==> src/rtl/cp0_ctrl_pkg.sv <==
// Shared CP0 register numbers, exception codes, WB-to-CP0 bus layout and
// read-format structs used by the coprocessor-0 block.
package cp0_ctrl_pkg;

  localparam logic [4:0] CR_BADVADDR = 5'd8;
  localparam logic [4:0] CR_COUNT    = 5'd9;
  localparam logic [4:0] CR_COMPARE  = 5'd11;
  localparam logic [4:0] CR_STATUS   = 5'd12;
  localparam logic [4:0] CR_CAUSE    = 5'd13;
  localparam logic [4:0] CR_EPC      = 5'd14;
  localparam logic [4:0] CR_PRID     = 5'd15;
  localparam logic [4:0] CR_CONFIG   = 5'd16;

  localparam logic [4:0] EX_INT  = 5'h00;
  localparam logic [4:0] EX_ADEL = 5'h04;
  localparam logic [4:0] EX_ADES = 5'h05;

  typedef struct packed {
    logic        ex;
    logic [4:0]  excode;
    logic [31:0] badvaddr;
    logic        bd;
    logic [31:0] pc;
  } wb_bus_t;

  localparam int WB_CP0_BUS_W = $bits(wb_bus_t);

  typedef enum logic [1:0] {
    EV_NONE,
    EV_EXC,
    EV_ERET,
    EV_MTC0
  } cp0_ev_e;

  typedef struct packed {
    logic [8:0] zero_hi;
    logic       bev;
    logic [5:0] zero_mid;
    logic [7:0] im;
    logic [5:0] zero_lo;
    logic       exl;
    logic       ie;
  } status_t;

  typedef struct packed {
    logic        bd;
    logic        ti;
    logic [13:0] zero_hi;
    logic [7:0]  ip;
    logic        zero_mid;
    logic [4:0]  excode;
    logic [1:0]  zero_lo;
  } cause_t;

  function automatic logic is_addr_exc(input logic [4:0] code);
    return (code == EX_ADEL) || (code == EX_ADES);
  endfunction

endpackage

==> src/rtl/cp0_ctrl_int_sync.sv <==
// Single-bit synchronizer: STAGES flops in series, async active-low reset.
// Output follows the input STAGES rising edges later.
module cp0_int_sync #(
  parameter int STAGES = 2
) (
  input  logic clk,
  input  logic resetn,
  input  logic d,
  output logic q
);

  logic [STAGES-1:0] chain;

  generate
    if (STAGES == 1) begin : g_one
      always_ff @(posedge clk or negedge resetn) begin
        if (!resetn) chain <= '0;
        else         chain <= d;
      end
    end else begin : g_multi
      always_ff @(posedge clk or negedge resetn) begin
        if (!resetn) chain <= '0;
        else         chain <= {chain[STAGES-2:0], d};
      end
    end
  endgenerate

  assign q = chain[STAGES-1];

endmodule

==> src/rtl/cp0_ctrl.sv <==
// Coprocessor 0: exception/ERET/MTC0 state updates at the clock edge, combinational
// MFC0 read port, Count/Compare timer and synchronised interrupt request; never stalls.
module cp0_ctrl
  import cp0_ctrl_pkg::*;
#(
  parameter int          EXT_INT_W   = 6,
  parameter int          SYNC_STAGES = 2,
  parameter int          COUNT_DIV   = 2,
  parameter logic [31:0] PRID_VAL    = 32'h0000_4220,
  parameter logic [31:0] CONFIG_VAL  = 32'h8000_0000
) (
  input  logic                 clk,
  input  logic                 resetn,
  input  logic [EXT_INT_W-1:0] ext_int,
  input  logic                 wb_ex,
  input  logic [4:0]           wb_excode,
  input  logic [31:0]          wb_badvaddr,
  input  logic                 wb_bd,
  input  logic [31:0]          wb_pc,
  input  logic                 eret_flush,
  input  logic                 mtc0_we,
  input  logic [4:0]           c0_waddr,
  input  logic [2:0]           c0_wsel,
  input  logic [31:0]          c0_wdata,
  input  logic [4:0]           c0_raddr,
  input  logic [2:0]           c0_rsel,
  output logic [31:0]          c0_rdata,
  output logic [31:0]          epc,
  output logic                 has_int
);

  localparam int DIV_W = (COUNT_DIV > 1) ? $clog2(COUNT_DIV) : 1;
  localparam logic [DIV_W-1:0] DIV_MAX = DIV_W'(COUNT_DIV - 1);

  wb_bus_t wb;
  assign wb = {wb_ex, wb_excode, wb_badvaddr, wb_bd, wb_pc};

  // ---------------------------------------------------------------------------
  // External interrupt synchronisers, padded to the six hardware IP lines
  // ---------------------------------------------------------------------------
  logic [EXT_INT_W-1:0] ext_sync;
  logic [5:0]           ext_pad;

  generate
    for (genvar i = 0; i < EXT_INT_W; i++) begin : g_sync
      cp0_int_sync #(.STAGES(SYNC_STAGES)) u_sync (
        .clk    (clk),
        .resetn (resetn),
        .d      (ext_int[i]),
        .q      (ext_sync[i])
      );
    end
  endgenerate

  always_comb begin
    ext_pad = '0;
    ext_pad[EXT_INT_W-1:0] = ext_sync;
  end

  // ---------------------------------------------------------------------------
  // Event arbitration: exception beats ERET beats MTC0
  // ---------------------------------------------------------------------------
  cp0_ev_e ev;

  always_comb begin
    ev = EV_NONE;
    if (wb.ex)           ev = EV_EXC;
    else if (eret_flush) ev = EV_ERET;
    else if (mtc0_we)    ev = EV_MTC0;
  end

  logic wr_sel0, wr_count, wr_compare, wr_status, wr_cause, wr_epc;

  assign wr_sel0    = (ev == EV_MTC0) && (c0_wsel == 3'd0);
  assign wr_count   = wr_sel0 && (c0_waddr == CR_COUNT);
  assign wr_compare = wr_sel0 && (c0_waddr == CR_COMPARE);
  assign wr_status  = wr_sel0 && (c0_waddr == CR_STATUS);
  assign wr_cause   = wr_sel0 && (c0_waddr == CR_CAUSE);
  assign wr_epc     = wr_sel0 && (c0_waddr == CR_EPC);

  // ---------------------------------------------------------------------------
  // Architectural state
  // ---------------------------------------------------------------------------
  logic [31:0]      badvaddr_q, count_q, compare_q, epc_q;
  logic [7:0]       im_q;
  logic             exl_q, ie_q;
  logic             bd_q, ti_q, ti_arm_q;
  logic [5:0]       ip_hw_q;
  logic [1:0]       ip_sw_q;
  logic [4:0]       excode_q;
  logic [DIV_W-1:0] div_q;

  logic        div_last, count_inc;
  logic [31:0] count_plus1;

  assign div_last    = (div_q == DIV_MAX);
  assign count_inc   = div_last && !wr_count;
  assign count_plus1 = count_q + 32'd1;

  always_ff @(posedge clk or negedge resetn) begin
    if (!resetn) begin
      div_q   <= '0;
      count_q <= '0;
    end else if (wr_count) begin
      div_q   <= '0;
      count_q <= c0_wdata;
    end else if (div_last) begin
      div_q   <= '0;
      count_q <= count_plus1;
    end else begin
      div_q   <= div_q + DIV_W'(1);
    end
  end

  // A match is armed at the increment edge and lands in TI on the next edge,
  // so directly loaded or reset values can never raise the timer interrupt.
  always_ff @(posedge clk or negedge resetn) begin
    if (!resetn) begin
      compare_q <= '0;
      ti_arm_q  <= 1'b0;
      ti_q      <= 1'b0;
    end else begin
      ti_arm_q <= count_inc && (count_plus1 == compare_q) && !wr_compare;
      if (wr_compare) begin
        compare_q <= c0_wdata;
        ti_q      <= 1'b0;
      end else if (ti_arm_q) begin
        ti_q      <= 1'b1;
      end
    end
  end

  always_ff @(posedge clk or negedge resetn) begin
    if (!resetn) begin
      exl_q <= 1'b0;
      ie_q  <= 1'b0;
      im_q  <= '0;
    end else begin
      case (ev)
        EV_EXC:  exl_q <= 1'b1;
        EV_ERET: exl_q <= 1'b0;
        default: begin
          if (wr_status) begin
            im_q  <= c0_wdata[15:8];
            exl_q <= c0_wdata[1];
            ie_q  <= c0_wdata[0];
          end
        end
      endcase
    end
  end

  always_ff @(posedge clk or negedge resetn) begin
    if (!resetn) begin
      bd_q       <= 1'b0;
      excode_q   <= '0;
      epc_q      <= '0;
      badvaddr_q <= '0;
      ip_sw_q    <= '0;
      ip_hw_q    <= '0;
    end else begin
      ip_hw_q <= ext_pad;
      if (ev == EV_EXC) begin
        excode_q <= wb.excode;
        if (!exl_q) begin
          bd_q  <= wb.bd;
          epc_q <= wb.bd ? (wb.pc - 32'd4) : wb.pc;
        end
        if (is_addr_exc(wb.excode)) badvaddr_q <= wb.badvaddr;
      end else begin
        if (wr_epc)   epc_q   <= c0_wdata;
        if (wr_cause) ip_sw_q <= c0_wdata[9:8];
      end
    end
  end

  // ---------------------------------------------------------------------------
  // Read formatting and outputs
  // ---------------------------------------------------------------------------
  logic [7:0] ip;
  status_t    status_rd;
  cause_t     cause_rd;

  // Unused hardware lines are zero in ext_pad, so IP7 reduces to TI when EXT_INT_W < 6.
  assign ip = {ip_hw_q[5] | ti_q, ip_hw_q[4:0], ip_sw_q};

  always_comb begin
    status_rd     = '0;
    status_rd.bev = 1'b1;
    status_rd.im  = im_q;
    status_rd.exl = exl_q;
    status_rd.ie  = ie_q;

    cause_rd        = '0;
    cause_rd.bd     = bd_q;
    cause_rd.ti     = ti_q;
    cause_rd.ip     = ip;
    cause_rd.excode = excode_q;
  end

  always_comb begin
    c0_rdata = '0;
    if (c0_rsel == 3'd0) begin
      case (c0_raddr)
        CR_BADVADDR: c0_rdata = badvaddr_q;
        CR_COUNT:    c0_rdata = count_q;
        CR_COMPARE:  c0_rdata = compare_q;
        CR_STATUS:   c0_rdata = status_rd;
        CR_CAUSE:    c0_rdata = cause_rd;
        CR_EPC:      c0_rdata = epc_q;
        CR_PRID:     c0_rdata = PRID_VAL;
        CR_CONFIG:   c0_rdata = CONFIG_VAL;
        default:     c0_rdata = '0;
      endcase
    end
  end

  assign epc     = epc_q;
  assign has_int = (|(ip & im_q)) && ie_q && !exl_q;

endmodule

==> config.mk <==
export PLATFORM = sky130hd
export DESIGN_NAME = cp0_ctrl
export DESIGN_NICKNAME = d
export VERILOG_FILES = /design/src/rtl/cp0_ctrl_pkg.sv /design/src/rtl/cp0_ctrl_int_sync.sv /design/src/rtl/cp0_ctrl.sv
export SDC_FILE = /design/constraint.sdc
export NUM_CORES = 1
export LEC_CHECK = 0
export ABC_AREA = 0
export BUFFER_PORTS_ARGS = -buffer_cell sky130_fd_sc_hd__buf_4
export CELL_PAD_IN_SITES_DETAIL_PLACEMENT = 1
export CELL_PAD_IN_SITES_GLOBAL_PLACEMENT = 1
export CORE_MARGIN = 3
export CORE_UTILIZATION = 34
export CTS_BUF_LIST = sky130_fd_sc_hd__clkbuf_8
export DETAILED_ROUTE_END_ITERATION = 10
export PLACE_DENSITY_LB_ADDON = 0.1
export SLEW_MARGIN = 30
export SYNTH_ARGS = -nofsm -noshare
export SYNTH_HDL_FRONTEND = slang
export SYNTH_SLANG_ARGS = --single-unit
==> constraint.sdc <==
create_clock -name clk -period 2.2 [get_ports clk]
set_input_delay 0.33 -clock clk [delete_from_list [all_inputs] [get_ports clk]]
set_output_delay 0.33 -clock clk [all_outputs]
set_load 0.05 [all_outputs]
# Yosys cells after proc, flatten, opt, wreduce, memory -nomap -nowiden
# Cells that the tools add are included.
dict set report word_totals {
  input_bits 129
  out_inout_bits 65
  latchBits 0
  ramBits 0
  rom_bits 0
  wordCells 93
  regBits 167
  mem_count 0
}
dict set report op_classes {
  add_sub_neg 3
  eq_ne 20
  mux 17
  n_bitwise 5
  shift 0
  n_lt_le_gt_ge 0
  multipliers 0
  n_reduce_logical 28
  div_mod_pow 0
}
# cell count
set op_table {}
lappend op_table {{$pmux W32 S8} 1}
lappend op_table {{$mux W32} 7}
lappend op_table {{$eq A5 B4 Y1 const B} 12}
lappend op_table {{$add A32 B1 Y32 const B} 1}
lappend op_table {{$eq A32 B32 Y1} 1}
lappend op_table {{$sub A32 B3 Y32 const B} 1}
lappend op_table {{$logic_and A1 B1 Y1} 11}
lappend op_table {{$eq A5 B3 Y1 const B} 2}
lappend op_table {{$reduce_and A2 Y1} 5}
lappend op_table {{$and A8 B8 Y8} 1}
lappend op_table {{$reduce_or A8 Y1} 1}
lappend op_table {{$logic_not A3 Y1} 2}
lappend op_table {{$mux W2} 3}
lappend op_table {{$reduce_bool A2 Y1} 3}
lappend op_table {{$eq A5 B5 Y1 const B} 1}
lappend op_table {{$mux W1} 5}
lappend op_table {{$eq A2 B2 Y1 const B} 2}
lappend op_table {{$logic_not A1 Y1} 3}
lappend op_table {{$not A1 Y1} 3}
lappend op_table {{$reduce_bool A3 Y1} 1}
lappend op_table {{$eq A2 B1 Y1 const B} 1}
lappend op_table {{$ne A2 B2 Y1 const B} 1}
lappend op_table {{$pmux W1 S2} 1}
lappend op_table {{$reduce_or A2 Y1} 1}
lappend op_table {{3 further kinds} 3}

# Logic depth before layout (Yosys ltp)
# Gate-level depths: netlist (run 1).
dict set report logic_depth {
  ltp_word 10
  mapped_depth 12
  depth_no_buf 11
}

# By module
# Synthesis (run 1) repeated with hierarchy kept, for this count alone.
dict set report hier_totals {
  cells_unflattened 996
  hier_area_um2 9696.8
}
# mod seq_area_each_um2 instances cells_each area_each_um2
set modules_own_cells {}
lappend modules_own_cells {cp0_ctrl 3878.7 1 984 9396.5}
lappend modules_own_cells {cp0_int_sync 50.0 6 2 50.0}

# Worst setup path before layout (run 1)
# OpenSTA, ideal clock, no wires.
dict set report synth_path {
  path_kind {input port to output port}
  from {input port c0_raddr[3]}
  to {output port c0_rdata[13]}
  stages 6
  arrival_time_ps 2412
  path_buffers 1
  slack_ps -542
  t_required_ps 1870
  cell_sequence {nor2b_1 nand2_1 nor3b_1 clkbuf_1 a22oi_1 a31oi_1}
}
dict set report synth_via {
  elab_chain_len 3
  elab_cells_between_ends 10
  classes_between {eq/ne (8); mux (2)}
}
# element line
set synth_lines {}
lappend synth_lines {{start, declared} cp0_ctrl.sv:25} ;# input logic [4:0] c0_raddr,
lappend synth_lines {{$eq A5 B5 Y1 or $eq A5 B4 Y1 (tied branches)} cp0_ctrl.sv:204} ;# case (c0_raddr)
lappend synth_lines {{$pmux W32 S8 *} cp0_ctrl.sv:204}
lappend synth_lines {{$mux W32 *} cp0_ctrl.sv:203} ;# if (c0_rsel == 3'd0) begin
lappend synth_lines {{end, declared} cp0_ctrl.sv:27} ;# output logic [31:0] c0_rdata,
# Every way passes the cells marked *; elsewhere a longest branch is shown, timed or not.

# Final worst setup path (run 1)
dict set report layout_path {
  from {register count_q[1]}
  to {output port c0_rdata[1]}
}
dict set report layout_via {
  elab_chain_len 2
}
# element line
set layout_lines {}
lappend layout_lines {{start, declared} cp0_ctrl.sv:84} ;# logic [31:0] badvaddr_q, count_q, compare_q, epc_q;
lappend layout_lines {{start signal, assigned} cp0_ctrl.sv:106} ;# count_q <= c0_wdata;
lappend layout_lines {{start signal, assigned} cp0_ctrl.sv:109} ;# count_q <= count_plus1;
lappend layout_lines {{$pmux W32 S8} cp0_ctrl.sv:204}
lappend layout_lines {{$mux W32} cp0_ctrl.sv:203}
# Every way passes these cells.

==> results of run 1 <==
## where the power goes
group          internal [mW]  switching (mW)  leakage [nW]  total [mW]
combinational           1.56            1.93          4.14        3.50
sequential              3.53           0.432          2.12        3.96
clock                  0.874            1.47         0.207        2.34
total                   5.96            3.83          6.46        9.80
## sequential cells by signal, indices dropped and copies added, names as in the netlist
| register | flops |
|---|---|
| ip_sw_q | 2 |
| count_q | 32 |
| div_last | 1 |
| ip_hw_q | 6 |
| ti_q | 1 |
| excode_q | 5 |
| bd_q | 1 |
| badvaddr_q | 32 |
| im_q | 8 |
| exl_q | 1 |
| ti_arm_q | 1 |
| epc | 32 |
| g_sync.u_sync.chain | 12 |
| ie_q | 1 |
| compare_q | 32 |
## metal layers
layer / vias up / GRT usage [%] / share of wire, %
met5: - / 0 / 0
met4: 0 / 5.27 / 1.4
met3: 33 / 4.10 / 4.3
met2: 216 / 39.9 / 47
met1: 4812 / 36.7 / 47
li1: 4413 / - / -
## cells by family after synthesis
family	share of synthesized area, %
AND/OR/NAND/NOR	17.3
flip-flops	42.1
XOR/XNOR	8.39
AO/OA/AOI/OAI	14.6
adder cells (fa/ha/maj)	0.631
multiplexers	13.5
buffers and inverters	3.53
## synth_stat cells (all sizes together), types with 2 or more instances
library cell  instances
a211oi                5
a21boi                2
a21o                  4
a21oi                19
a221oi                4
a222oi                4
a22o                 29
a22oi                30
a31oi                 7
a32oi                 2
and3                  5
and3b                 2
and4                  2
buf                  21
clkbuf               50
dfrtp               167
ha                    5
inv                  15
mux2                108
mux2i                12
nand2               132
nand2b                9
nand3                26
nand3b                4
nand4                20
nand4bb               3
nor2                 62
nor2b                 5
nor3                 23
nor3b                 4
nor4                 18
nor4b                 4
o2111ai               4
o21a                  2
o21ai                92
o221ai                2
o22ai                 2
o31ai                 4
or2                   6
or3                   9
or4                   2
xnor2                46
xor2                 49
## worst max-delay path, stage by stage, from the launching register on
cell,delay (ns)
dfrtp_1,0.41
buf_6,0.12
mux2_2,0.25
a22o_1,0.21
a222oi_1,0.24
buf_4,0.18
nor2_4,0.04
buf_8,0.15
## what timing repair did
item,in CTS,in global routing
endpoints found under the hold margin,45,0
hold buffers,7,0
gates resized for setup,127,94
pin swaps,65,92
setup endpoints to repair,34,43
setup buffers,42,26
## layout make-up
cell class              count  area, um2  share of cell area, %
repair buffers            395       3480                   23.3
inverters                  15       67.6                  0.452
multi-input cells         781       6330                   42.4
clock inverters            15        179                   1.20
well taps                 378        473                   3.16
clock buffers              17        234                   1.56
flip-flops and latches    167       4190                   28.0
## through the flow
| step | cells | util [%] |
|---|---|---|
| global route | 1768 | 53.0 |
| floorplan | 1034 | - |
| finish | 1768 | 53.0 |
| detailed placement | 1667 | 46.5 |
| global placement | 1667 | 46.5 |
| CTS | 1747 | 51.0 |
## worst max-delay path by stage
stage | from | endpoint | slack (ns)
after floorplan | c0_raddr[0] | c0_rdata[10] | -0.03
after global placement | c0_raddr[1] | c0_rdata[31] | -0.24
after detailed placement | c0_raddr[1] | c0_rdata[31] | -0.18
after CTS | count_q[0] | c0_rdata[0] | -0.24
after global routing | count_q[1] | c0_rdata[1] | -0.36
final | count_q[1] | c0_rdata[1] | -0.23
==> run_results.csv, run 1 <==
group,metric,value,unit
critical_path,r2r-start,"count_q[8]",
power,power_density,655,nW/um2
grt,grt_pass1_wl,59800,um
sta,min_period,2.43,ns
final_layout,layout-drive-gt1-share,48.8,%
worst_hold_path,hold_path.class,"input pin to flop",
detailed_routing,vias,9474,
sta,setup_violations,19,
detailed_routing,drtIter0Drc,651,
clock_network,cts_root_buffer,"clkbuf_8",
yosys,synth_cells,1034,
grt,antenna_found_initial,2,
yosys,synth-seq-area-share,42.1,%
floorplanning,die_x,177,um
clock_network,htree_num_levels,4,
sta,max_slew.worst_pin.slew,0.511,ns
sta,max_freq,0.411,GHz
placed_design,gp_congestion,0.889,
final_layout,design_area,15000,um2
critical_path,ff2ff_setup_slack,-0.10,ns
final_layout,syn2layout_area_growth,50.7,%
floorplanning,fp-row-count,61,
final_layout,layout_commonest_cell,"buf_4",
floorplanning,num_io_pins,194,
sta,slew_headroom,65.9,%
flow_run,drv_cap,0,
sta,final-hold-violation-count,0,
worst_hold_path,hold_depth,2,
critical_path,worst-setup-path-type,"flop to output port",
critical_path,crit_fanout,2,
yosys,avgSynthCellArea,9.60,um2
detailed_routing,drt_wl_total,40100,um
detailed_routing,drtPass1Iterations,5,
placed_design,place_area,13100,um2
yosys,yosys-top-cells-area,"dfrtp_1 42%, mux2_2 12%, nand2_1 5.0%, xor2_1 4.3%, o21ai_0 4.1%",
yosys,synth_fp_nets,1168,
run_status,status,"finished with violations",
yosys,yosys_warnings,0,
clock_network,cts_buffers,17,
yosys,yosysUniqueCellTypes,65,
critical_path,worstPathRequired,1.87,ns
sta,tns,-1.46,ns
grt,grt-ovfl-total,0,
run_status,failed_checks,"negative setup slack",
final_layout,diodes,0,
clock_network,cts_num_sinks,167,
critical_path,cp-start-kind,"flop",
critical_path,reg2reg_depth,9,
placed_design,io_buffers,193,
final_layout,nFillCells,3145,
clock_network,clock_latency,0.50,ns
yosys,ys.flop_type,"dfrtp_1",
clock_network,cts_tree,"yes",
floorplanning,floorplan.initialDensity,35.1,%
sta,holdWs,0.0589,ns
sta,skew,0.0174,ns
detailed_routing,vias_per_cell,5.36,
yosys,syn_area,9920,um2
yosys,async_flop_share,100,%
yosys,ys_ff_latch,167,
clock_network,clk_pin_slew,0.11,ns
grt,grt_start_max_net_pins,48,
clock_network,clockBufferDepth,2,
yosys,synth_top_cell_by_area,"dfrtp_1",
final_layout,layout.nets,1511,
grt,grt_pass1_vias,9926,
detailed_routing,wl_per_cell,22.7,um
placed_design,hpwl,30000,um
floorplanning,die_area,31300,um2
detailed_routing,drcViolationCount,0,
placed_design,pre_cts_ws,-0.180,ns
critical_path,worstPathArrival,2.10,ns
grt,grtUsageTotal,25.3,%
power,peakVddDrop,0.408,mV
detailed_routing,ant_nets,0,
final_layout,layout_common_cells,"311 x buf_4, 160 x dfrtp_1, 122 x nand2_1",
critical_path,crit_path_end_kind,"output port",
sta,final-max-slew-violation-count,0,
power,p_total,9.80,mW
yosys,synth.top_cell.area_share,42.1,%
power,p_leak,6.46,nW
worst_hold_path,hold-path-endpoint,"badvaddr_q[24]",
yosys,synth-edff-count,0,
critical_path,r2r-end,"ti_arm_q",
floorplanning,core_area,28200,um2
sta,fin_ws,-0.231,ns
worst_hold_path,min_from,"wb_badvaddr[24]",
floorplanning,die_y,177,um
sta,finalCritPeriodShare,110,%
sta,rsz0062_at_grt,"yes",
No activity file was read; power rests on OpenSTA's default activity.
==> run 2: changes to the inputs <==
--- a/config.mk
+++ b/config.mk
@@ -14,6 +14,7 @@
 export CTS_BUF_LIST = sky130_fd_sc_hd__clkbuf_8
 export DETAILED_ROUTE_END_ITERATION = 10
 export PLACE_DENSITY_LB_ADDON = 0.1
+export RECOVER_POWER = 100
 export SLEW_MARGIN = 30
 export SYNTH_ARGS = -nofsm -noshare
 export SYNTH_HDL_FRONTEND = slang
==> run 2 against run 1 <==
Register-to-register slack barely moved. Critical path type unchanged. Worst setup slack improved by 0.013 ns. Utilization fell by 0.99 points. The run still ends with negative setup slack left.
==> run_results.csv, run 2 (synthesis gave the netlist of run 1 again) <==
group,metric,value,unit
floorplanning,floorplan.initialDensity,35.1,%
final_layout,syn2layout_area_growth,47.9,%
detailed_routing,vias_per_cell,5.37,
power,peakVddDrop,0.407,mV
placed_design,hpwl,30000,um
worst_hold_path,hold_path.class,"input pin to flop",
floorplanning,fp-row-count,61,
critical_path,critPathLaunch,"count_q[0]",
detailed_routing,drtPass1Iterations,5,
sta,final-hold-violation-count,0,
clock_network,htree_num_levels,4,
detailed_routing,wl_per_cell,22.6,um
clock_network,cts_tree,"yes",
final_layout,layout_commonest_cell,"buf_4",
placed_design,gp_congestion,0.889,
critical_path,crit_fanout,2,
sta,rsz0062_at_grt,"yes",
power,p_leak,6.28,nW
critical_path,crit_path_end_kind,"output port",
grt,grt_pass1_wl,59800,um
detailed_routing,vias,9487,
floorplanning,core_area,28200,um2
grt,antenna_found_initial,2,
clock_network,cts_root_buffer,"clkbuf_8",
flow_run,drv_cap,0,
final_layout,diodes,0,
grt,grt_pass1_vias,9926,
sta,finalCritPeriodShare,110,%
placed_design,io_buffers,193,
detailed_routing,ant_nets,0,
critical_path,worstPathRequired,1.87,ns
sta,slew_headroom,18.0,%
final_layout,layout-drive-gt1-share,45.8,%
grt,grt_start_max_net_pins,48,
clock_network,cts_num_sinks,167,
power,power_density,654,nW/um2
power,p_total,9.59,mW
detailed_routing,drtIter0Drc,607,
detailed_routing,drt_wl_total,40000,um
clock_network,clk_pin_slew,0.11,ns
sta,setup_violations,20,
run_status,failed_checks,"negative setup slack",
final_layout,layout_common_cells,"265 x buf_4, 160 x dfrtp_1, 122 x nand2_1",
floorplanning,num_io_pins,194,
floorplanning,die_y,177,um
floorplanning,die_x,177,um
grt,grtUsageTotal,25.3,%
grt,grt-ovfl-total,0,
worst_hold_path,min_from,"wb_badvaddr[24]",
sta,max_slew.worst_pin.slew,1.23,ns
clock_network,cts_buffers,17,
sta,min_period,2.42,ns
sta,skew,0.0155,ns
critical_path,worst-setup-path-type,"flop to output port",
critical_path,worstPathArrival,2.09,ns
sta,tns,-1.42,ns
critical_path,r2r-start,"count_q[8]",
sta,fin_ws,-0.218,ns
sta,max_freq,0.414,GHz
clock_network,clock_latency,0.50,ns
clock_network,clockBufferDepth,2,
detailed_routing,drcViolationCount,0,
final_layout,layout.nets,1511,
run_status,status,"finished with violations",
floorplanning,die_area,31300,um2
sta,final-max-slew-violation-count,0,
critical_path,cp-start-kind,"flop",
[run 2: changes by cell type in the layout (fill, tap and decap cells not counted), sizes merged]
cell and delta:
buf -53, clkbuf +53
[run 2: layout make-up]
type | count | area (um2)
sequential | 167 | 4190
clock buffer | 17 | 234
fill | 3183 | 13600
timing repair buffer | 395 | 3230
inverter | 15 | 67.6
multi-input combinational | 781 | 6300
tap | 378 | 473
clock inverter | 15 | 179
[run 2: path summary, 6_finish.rpt]
path	to	slack, ns	cells past startpoint
max	c0_rdata[0]	-0.22	7
min	badvaddr_q[24]	0.06	2
max reg2reg	ti_arm_q	-0.10	9
min reg2reg	ip_hw_q[4]	0.36	0
max in group asynchronous	epc[5]	0.13	3
min in group asynchronous	compare_q[13]	0.63	2
[run 2: through the flow]
step	setup WS, ns	instance area (um2)	hold WS, ns	instances	utilization, %
2_1_floorplan	-0.0312	10300	0.0344	1034	-
3_3_place_gp	-0.244	13100	0.307	1667	46.5
3_5_place_dp	-0.180	13100	0.308	1667	46.5
4_1_cts	-0.236	14400	0.0375	1747	51.0
5_1_grt	-0.360	14700	0.0398	1768	52.0
6_report	-0.218	14700	0.0593	1768	52.0
[run 2: repair_timing]
| item | in CTS | in global routing |
|---|---|---|
| gates resized for setup | 127 | 94 |
| hold endpoints to repair | 45 | 0 |
| hold buffers | 7 | 0 |
| pin swaps | 65 | 92 |
| buffers inserted | 42 | 26 |
| endpoints found under the setup margin | 34 | 43 |
[run 2: metal layers]
metal  track usage [%]  up-vias  part of all wire (%)
met5                 0        -                     0
met4              5.27        0                   1.3
met3              4.10       31                   4.4
met2              39.9      249                    47
met1              36.7     4794                    47
li1                  -     4413                     -
[run 2: power by group]
part | switching, mW | internal [mW]
Sequential | 0.424 | 3.53
Clock | 1.47 | 0.874
Combinational | 1.92 | 1.38
Total | 3.81 | 5.78
[run 2: worst max-delay path, cell delays in order (launching register included)]
cell and delay, ns:
dfrtp_1 0.41, buf_6 0.12, mux2_4 0.26, a22o_1 0.21, a222oi_1 0.23, buf_4 0.18, nor2_4 0.04, buf_8 0.15
==> run 3: changes to the inputs <==
--- a/config.mk
+++ b/config.mk
@@ -10,7 +10,7 @@
 export CELL_PAD_IN_SITES_DETAIL_PLACEMENT = 1
 export CELL_PAD_IN_SITES_GLOBAL_PLACEMENT = 1
 export CORE_MARGIN = 3
-export CORE_UTILIZATION = 34
+export CORE_UTILIZATION = 40
 export CTS_BUF_LIST = sky130_fd_sc_hd__clkbuf_8
 export DETAILED_ROUTE_END_ITERATION = 10
 export PLACE_DENSITY_LB_ADDON = 0.1
==> run 3 against run 2 <==
The run ends with max-capacitance violations, max-slew violations, negative setup slack left. Sequential share of layout area up 0.21 points. Die area down 15%. Maximum frequency is 2.0% lower. Worst setup slack worse by 0.049 ns. Non-clock buffer count grew 4. Global-route usage grew 4.8 points. Combinational power grew 2%. Register-to-register slack lost 0.04 ns. Routed wire length grew 2.1%. Flip-flop and latch count did not move. Clock power rose by 16%.
==> run_results.csv, run 3 (synthesis gave the netlist of run 1 again) <==
group,metric,value,unit
detailed_routing,drtIter0Drc,712,
sta,tns,-1.58,ns
sta,finalCritPeriodShare,112,%
sta,rsz0062_at_grt,"yes",
power,seqPwrFrac,39.4,%
grt,grt_start_max_net_pins,57,
power,p_switching,3.73,mW
sta,max_freq,0.405,GHz
critical_path,r2r-end,"ti_arm_q",
critical_path,reg2reg_depth,9,
floorplanning,floorplan.initialDensity,40.8,%
critical_path,cp-start-kind,"flop",
sta,fin_ws,-0.267,ns
detailed_routing,vias_per_cell,5.69,
final_layout,design_area,14600,um2
critical_path,worstPathArrival,2.14,ns
clock_network,clock_latency,0.49,ns
critical_path,critPathCapture,"c0_rdata[1]",
grt,grtUsageTotal,30.0,%
placed_design,pre_cts_ws,-0.191,ns
worst_hold_path,hold_depth,2,
power,power_density,688,nW/um2
placed_design,io_buffers,193,
detailed_routing,ant_nets,0,
critical_path,path_cells,"buf_6, mux2_2, a22o_1, a222oi_1, buf_4, nor2_4, buf_8",
power,power.share.clock,27.1,%
detailed_routing,vias,9782,
floorplanning,num_io_pins,194,
run_status,status,"finished with violations",
detailed_routing,drtPass1Iterations,5,
placed_design,gp_congestion,0.899,
sta,setup_violations,17,
placed_design,place_area,13000,um2
critical_path,r2r-start,"count_q[0]",
critical_path,ff2ff_setup_slack,-0.14,ns
final_layout,layout_commonest_cell,"buf_4",
critical_path,cp_num_cells,7,
run_status,failed_checks,"max-capacitance violations, max-slew violations, negative setup slack",
critical_path,crit_fanout,2,
grt,grt-ovfl-total,0,
critical_path,slowest_stage,"dfrtp_1",
critical_path,crit_path_end_kind,"output port",
clock_network,cts_num_sinks,167,
floorplanning,die_x,163,um
floorplanning,die_y,163,um
final_layout,layout_common_cells,"269 x buf_4, 159 x dfrtp_1, 122 x nand2_1",
grt,grt_pass1_vias,10200,
clock_network,cts_tree,"yes",
critical_path,worstPathRequired,1.87,ns
sta,final-max-slew-violation-count,57,
grt,antenna_found_initial,1,
clock_network,clockBufferDepth,2,
flow_run,drv_cap,1,
critical_path,critPathMaxStageDelay,0.42,ns
sta,skew,0.0170,ns
worst_hold_path,hold_path.class,"input pin to flop",
final_layout,layout-drive-gt1-share,45.7,%
critical_path,worst-setup-path-type,"flop to output port",
sta,max_slew.worst_pin.slew,1.55,ns
final_layout,layout.nets,1515,
power,peakVddDrop,0.372,mV
clock_network,cts_root_buffer,"clkbuf_8",
power,p_int,6.30,mW
floorplanning,die_area,26700,um2
clock_network,cts_buffers,17,
power,combPwrFrac,33.6,%
floorplanning,fp-row-count,57,
critical_path,crit_buf_inv,3,
final_layout,post-route-util,59.9,%
power,p_total,10.0,mW
clock_network,htree_num_levels,4,
critical_path,cp_top_family,"buffers and inverters",
power,swShare,37.2,%
power,p_leak,6.23,nW
sta,slew_headroom,-3.05,%
critical_path,critPathLaunch,"count_q[1]",
clock_network,clk_pin_slew,0.11,ns
detailed_routing,wl_per_cell,23.7,um
detailed_routing,drcViolationCount,0,
detailed_routing,drt_wl_total,40800,um
placed_design,hpwl,29600,um
floorplanning,core_area,24300,um2
sta,min_period,2.47,ns
sta,final-hold-violation-count,0,
final_layout,syn2layout_area_growth,46.9,%
grt,grt_pass1_wl,60700,um
-- run 3: cell types whose count changed in the layout (fill, tap and decap cells not counted), sizes merged --
cell	before	now
buf	335	336
bufinv	0	5
clkbuf	70	73
clkinv	7	2
clkinvlp	1	2
diode	0	1
inv	22	21
-- run 3: repair_timing --
| action | in CTS | in global routing |
|---|---|---|
| hold buffers | 7 | 0 |
| pin swaps | 60 | 64 |
| endpoints found under the setup margin | 39 | 42 |
| resized for setup | 129 | 67 |
| hold endpoints to repair | 57 | 0 |
| buffers inserted | 44 | 24 |
-- run 3: stage by stage --
stage / cells / hold slack [ns]
final: 1719 / 0.0671
after global routing: 1718 / 0.0554
after CTS: 1697 / 0.0460
after detailed placement: 1616 / 0.336
after global placement: 1616 / 0.332
after floorplan: 1034 / 0.0344
-- run 3: worst min path at each step --
stage                     slack (ns)              to                 startpoint
after floorplan                 0.03   badvaddr_q[0]                     resetn
after global placement          0.33      ip_hw_q[5]  g_sync[5].u_sync.chain[1]
after detailed placement        0.34     count_q[12]                     resetn
after CTS                       0.05  badvaddr_q[12]            wb_badvaddr[12]
after global routing            0.06   badvaddr_q[5]             wb_badvaddr[5]
final                           0.07  badvaddr_q[12]            wb_badvaddr[12]
-- run 3: power groups by stage --
| stage | Clock (mW) | Sequential [mW] | Combinational, mW |
|---|---|---|---|
| 2_1_floorplan | 0 | 4.44 | 1.14 |
| 3_3_place_gp | 0 | 3.96 | 2.90 |
| 3_5_place_dp | 0 | 3.99 | 2.97 |
| 4_1_cts | 2.73 | 3.94 | 3.31 |
| 5_1_grt | 2.88 | 4.00 | 3.56 |
| 6_report | 2.72 | 3.95 | 3.37 |
-- run 3: layout make-up --
class / instances / area [um2]
fill: 2708 / 9750
multi-input combinational: 781 / 6220
sequential: 167 / 4190
timing repair buffer: 399 / 3210
tap: 324 / 405
clock inverter: 15 / 239
clock buffer: 17 / 234
inverter: 15 / 71.3
antenna: 1 / 2.50
-- run 3: metal layers --
layer | GRT usage [%] | up-vias | routed length (um) | part of all wire [%]
met4 | 6.65 | 2 | 638 | 1.6
met2 | 48.4 | 311 | 19600 | 48
met3 | 6.09 | 43 | 2270 | 5.6
met1 | 42.0 | 5015 | 18300 | 45
li1 | - | 4411 | - | -
met5 | 0 | - | 13 | 0.032
